[src/rtl/fetch_ctrl.sv]
// Instruction-fetch sequencer: owns the PC, loads IF/ID, and applies stalls and redirects.
// Fetch freezes on the halt word and resumes only when EX redirects.
module fetch_ctrl #(
  parameter int          ADDR_W    = 8,
  parameter int          RESET_PC  = 1,
  parameter logic [31:0] HALT_WORD = 32'hFFFF_FFFF,
  parameter int          CNT_W     = 16
) (
  input  logic              clk,
  input  logic              rst,
  output logic [ADDR_W-1:0] imem_addr,
  input  logic [31:0]       imem_data,
  input  logic              stall,
  input  logic              redirect,
  input  logic [ADDR_W-1:0] redirect_pc,
  output logic [31:0]       ifid_instr,
  output logic [ADDR_W-1:0] ifid_pc,
  output logic              ifid_valid,
  output logic              halted,
  output logic [CNT_W-1:0]  fetch_cnt
);

  typedef enum logic {S_RUN = 1'b0, S_HALT = 1'b1} state_t;

  state_t            r_state;
  logic [ADDR_W-1:0] r_pc;
  logic [31:0]       r_ifid_instr;
  logic [ADDR_W-1:0] r_ifid_pc;
  logic              r_ifid_valid;
  logic [CNT_W-1:0]  r_cnt;

  logic w_halt_hit;
  logic w_cnt_sat;

  assign w_halt_hit = (imem_data == HALT_WORD);
  assign w_cnt_sat  = (r_cnt == {CNT_W{1'b1}});

  always_ff @(posedge clk) begin
    if (rst) begin
      r_state      <= S_RUN;
      r_pc         <= ADDR_W'(RESET_PC);
      r_ifid_instr <= '0;
      r_ifid_pc    <= '0;
      r_ifid_valid <= 1'b0;
      r_cnt        <= '0;
    end else if (redirect) begin
      // Honoured in HALT too: the halt word may have been a wrong-path fetch.
      r_state      <= S_RUN;
      r_pc         <= redirect_pc;
      r_ifid_instr <= '0;
      r_ifid_pc    <= '0;
      r_ifid_valid <= 1'b0;
    end else if (r_state == S_RUN && !stall) begin
      if (w_halt_hit) begin
        r_state      <= S_HALT;
        r_ifid_instr <= '0;
        r_ifid_pc    <= '0;
        r_ifid_valid <= 1'b0;
      end else begin
        r_ifid_instr <= imem_data;
        r_ifid_pc    <= r_pc;
        r_ifid_valid <= 1'b1;
        r_pc         <= r_pc + ADDR_W'(1);
        if (!w_cnt_sat) r_cnt <= r_cnt + CNT_W'(1);
      end
    end
  end

  assign imem_addr  = r_pc;
  assign ifid_instr = r_ifid_instr;
  assign ifid_pc    = r_ifid_pc;
  assign ifid_valid = r_ifid_valid;
  assign halted     = (r_state == S_HALT);
  assign fetch_cnt  = r_cnt;

endmodule

[config.mk]
export PLATFORM = sky130hd
export DESIGN_NAME = fetch_ctrl
export DESIGN_NICKNAME = d
export VERILOG_FILES = /design/src/rtl/fetch_ctrl.sv
export SDC_FILE = /design/constraint.sdc
export NUM_CORES = 1
export LEC_CHECK = 0
export BUFFER_PORTS_ARGS = -buffer_cell sky130_fd_sc_hd__buf_4
export CAP_MARGIN = 20
export CORE_ASPECT_RATIO = 0.7
export CORE_MARGIN = 5
export CORE_UTILIZATION = 45
export DETAILED_ROUTE_END_ITERATION = 8
export GPL_TIMING_DRIVEN = 1
export PLACE_DENSITY = 0.76
export SETUP_SLACK_MARGIN = 0.3
export SLEW_MARGIN = 20
export SYNTH_ARGS = -nofsm -noshare
export SYNTH_HDL_FRONTEND = slang
export SYNTH_SLANG_ARGS = --single-unit
[constraint.sdc]
create_clock -name clk -period 1.9 [get_ports clk]
set_input_delay 0.38 -clock clk [delete_from_list [all_inputs] [get_ports clk]]
set_output_delay 0.38 -clock clk [all_outputs]
set_load 0.05 [all_outputs]
==> flow_summary.yaml <==
drt:
  routed_wl_um: 11900
  post-route-drc-count: 0
  vias: 3565
  drt.antenna.violating_nets: 0
  drt-initial-drc-count: 314
  drt-wirelength-per-cell_um: 19.6
  drt_first_pass_iters: 4
  detail_route.vias_per_cell: 5.89
sta:
  max_slew_headroom: 0.410
  final-setup-viol-count: 5
  post-route-worst-setup-slack_ps: -29.5
  worst-slew-pin-transition_ps: 885
  finalMaxSlewViolations: 0
  achievable-frequency_ghz: 0.518
  fin_crit_ps: 1930
  whs_ps: 263
  unrepaired_setup_endpoints_after_global_routing: "yes"
  finalHoldViolations: 0
  clock-skew-final_ps: 9.69
  final.period_utilization: 1.02
setup_path:
  timing.critical_path.fanout_max: 5
  worstSetupEndpointType: "flop"
  cp_cell_sequence: "nand4_1, or4_4, and4_4, nand3_4, mux2_4"
  worst_setup_path_start_kind: "flop"
  required_ps: 2140
  critPathArrivalTime_ps: 2170
  worstReg2RegEnd: "fetch_cnt[11]$_SDFFE_PP0P_"
  setup.worst_path.class: "flop to flop"
  crit-reg2reg-launch: "fetch_cnt[5]$_SDFFE_PP0P_"
  r2r_setup_slack_ps: -30
  critical_path.max_stage_delay_ps: 640
  reg2regPathDepth: 5
  critical_path.slowest_cell: "sky130_fd_sc_hd__or4_4"
layout:
  layout.area.seq_um2: 1380
  multiInputGateArea_um2: 2220
  final_antenna_diode_count: 0
  layout-area-overhead-vs-synth_pct: 73.9
  layout-drive-gt1-share: 0.534
  nets: 553
  layout.filler_cells: 391
floorplanning:
  ioPinCount: 110
  initial_core_util: 0.456
  die_h_um: 78.8
  std_cell_rows: 25
  core_area_um2: 6660
  die_area_um2: 8530
  die_w_um: 108
placement:
  hpwlAfterDp_um: 6690
  portBuffers: 109
  gpl.final_weighted_congestion: 0.844
global_route:
  global_route_wire_length_before_repair_um: 15400
  grt_use_total: 0.226
  number_of_global_route_vias_before_repair: 3145
  grt_start_max_net_pins: 43
  grt-ovfl-total: 0
  antenna_found_initial: 0
yosys:
  synthCells: 359
  syn_area_per_cell_um2: 8.47
  synth.ff_latch_count: 66
  synth-seq-area-share: 0.435
  yosys_warnings: 0
  net_count_of_the_mapped_netlist: 405
  mappedNetlistArea_um2: 3040
  synth_enable_flop_cells: 0
  synth-async-reset-ratio: 0
  synthDistinctLibCells: 45
  ys_dominant_reg_cell: "sky130_fd_sc_hd__dfxtp_1"
worst_hold_path:
  timing.hold.worst.start: "imem_data[13]"
  hold_path_class: "input port to flop"
  hold_depth: 3
  min_delay_worst_endpoint: "ifid_instr[13]$_SDFFE_PP0P_"
clock_network:
  ctsLongestPathBuffers: 2
  cts_tree: "yes"
  clock_insertion_delay_at_the_later_pin_of_the_skew_report_ps: 350
  number_of_clock_sinks_seen_by_cts: 66
  numCtsBuffers: 9
  clkSlewWorstSetupHoldPaths_ps: 70
  clk_root_buffer_cell: "sky130_fd_sc_hd__clkbuf_8"
  cts-hold-fix-buffers: 0
  level_count_of_the_clock_h_tree: 3
run:
  maxcap_viol_count: 0
pwr:
  p_per_area_nw_per_um2: 605
  total_power_mw: 3.20
  vdd_ir_drop_max_v: 0.000409
  power_leakage_nw: 2.09
outcome:
  outcome: "finished, violations left"
  violations: "setup timing"
==> state kept, by name (all words and copies together) (netlist names) <==
name	count
imem_addr	8
ifid_instr	32
fetch_cnt	16
ifid_valid	1
ifid_pc	8
halted	1
==> cells in the final DEF, fill, tap and decap left out, types with 10 or more instances in the layout <==
cell type / synthesis / routed
sky130_fd_sc_hd__and2_1: 39 / 38
sky130_fd_sc_hd__dfxtp_2: 0 / 14
sky130_fd_sc_hd__nand3_1: 13 / 11
sky130_fd_sc_hd__nand4_1: 14 / 14
sky130_fd_sc_hd__dfxtp_1: 66 / 42
sky130_fd_sc_hd__buf_4: 0 / 141
sky130_fd_sc_hd__dfxtp_4: 0 / 10
sky130_fd_sc_hd__a31oi_4: 0 / 26
sky130_fd_sc_hd__a31oi_1: 38 / 11
sky130_fd_sc_hd__nor2_1: 53 / 50
sky130_fd_sc_hd__buf_6: 1 / 15
==> timing repair <==
item / 4_1_cts / 5_1_grt
buffers inserted: 9 / 5
setup endpoints to repair: 60 / 64
gates resized for setup: 24 / 78
cloned: 0 / 1
pin swaps: 15 / 17
==> through the flow <==
| stage | instances | area, µm² | utilization | setup TNS, ps | setup WS, ps |
|---|---|---|---|---|---|
| floorplan | 359 | 3150 | - | -69.6 | -53.3 |
| global placement | 575 | 4260 | 0.639 | -5560 | -196 |
| detailed placement | 575 | 4260 | 0.639 | -6870 | -250 |
| CTS | 599 | 4630 | 0.694 | 0 | 5.45 |
| global route | 605 | 5290 | 0.794 | -206 | -55.2 |
| finish | 605 | 5290 | 0.794 | -86.1 | -29.5 |
==> cell type report <==
| cell class | instances | share of cell area |
|---|---|---|
| Clock buffer | 11 | 0.0289 |
| Clock inverter | 4 | 0.00497 |
| Inverter | 9 | 0.00639 |
| Multi-Input combinational cell | 258 | 0.419 |
| Sequential cell | 66 | 0.260 |
| Tap cell | 94 | 0.0222 |
| Timing Repair Buffer | 163 | 0.258 |
==> layer usage <==
metal  GRT usage  routed length [µm]  vias up
li1            -                   -     1606
met1       0.310                4850     1701
met2       0.350                5460      196
met3      0.0707                1000       62
met4      0.0517                 567        0
met5           0                   0        -
==> synthesized netlist by cell type (2+ instances only) <==
master	number	share of area
sky130_fd_sc_hd__and2_1	39	0.080
sky130_fd_sc_hd__or3_1	2	0.0041
sky130_fd_sc_hd__nand2_1	9	0.011
sky130_fd_sc_hd__dfxtp_1	66	0.43
sky130_fd_sc_hd__a211oi_1	5	0.012
sky130_fd_sc_hd__xnor2_1	3	0.0086
sky130_fd_sc_hd__nand3_1	13	0.021
sky130_fd_sc_hd__nor4_1	5	0.010
sky130_fd_sc_hd__or4_1	5	0.012
sky130_fd_sc_hd__nor4_2	2	0.0082
sky130_fd_sc_hd__inv_1	9	0.011
sky130_fd_sc_hd__nor3_1	5	0.0082
sky130_fd_sc_hd__a2111oi_0	2	0.0058
sky130_fd_sc_hd__o21ai_1	3	0.0049
sky130_fd_sc_hd__nor2_1	53	0.065
sky130_fd_sc_hd__ha_1	2	0.0082
sky130_fd_sc_hd__clkbuf_1	24	0.030
sky130_fd_sc_hd__nand2_2	2	0.0041
sky130_fd_sc_hd__and3_1	2	0.0041
sky130_fd_sc_hd__a31oi_1	38	0.078
sky130_fd_sc_hd__o21a_1	2	0.0049
sky130_fd_sc_hd__mux2_1	4	0.015
sky130_fd_sc_hd__or4_4	4	0.015
sky130_fd_sc_hd__nand4_1	14	0.029
sky130_fd_sc_hd__o31ai_1	5	0.012
sky130_fd_sc_hd__a21oi_1	16	0.026
sky130_fd_sc_hd__nor2b_1	5	0.010
sky130_fd_sc_hd__and4_1	3	0.0086
==> logic make-up (layout without fill, tap and decap cells) <==
kind of cell | count (synthesis) | after routing | share of synthesized area
flip-flops | 66 | 66 | 0.435
XOR/XNOR | 4 | 4 | 0.0115
AND/OR/NAND/NOR | 167 | 167 | 0.303
AO/OA/AOI/OAI | 81 | 81 | 0.179
buffers and inverters | 35 | 187 | 0.0494
multiplexers | 4 | 4 | 0.0148
adder cells (fa/ha/maj) | 2 | 2 | 0.00823
==> worst max-delay path: cells and delay by family, from the launching register on <==
kind | cells | cell delay (ps)
simple gates | 4 | 1190
flops | 1 | 350
mux | 1 | 290
==> worst max path at each step <==
stage	startpoint	to	slack [ps]	cells after the start
finish	fetch_cnt[5]$_SDFFE_PP0P_	fetch_cnt[11]$_SDFFE_PP0P_	-30	5
detailed placement	imem_data[3]	imem_addr[5]$_SDFFE_PP0P_	-250	7
global route	fetch_cnt[5]$_SDFFE_PP0P_	fetch_cnt[15]$_SDFFE_PP0P_	-60	6
global placement	imem_data[3]	imem_addr[5]$_SDFFE_PP0P_	-200	7
CTS	fetch_cnt[0]$_SDFFE_PP0P_	fetch_cnt[11]$_SDFFE_PP0P_	5	6
floorplan	fetch_cnt[1]$_SDFFE_PP0P_	fetch_cnt[11]$_SDFFE_PP0P_	-50	6
==> where the power goes <==
group / switching (mW) / internal, mW / total (mW)
registers: 0.0453 / 1.41 / 1.46
clock network: 0.552 / 0.544 / 1.10
logic: 0.379 / 0.262 / 0.642
total: 0.977 / 2.22 / 3.20
(Power assumes the default switching activity.)
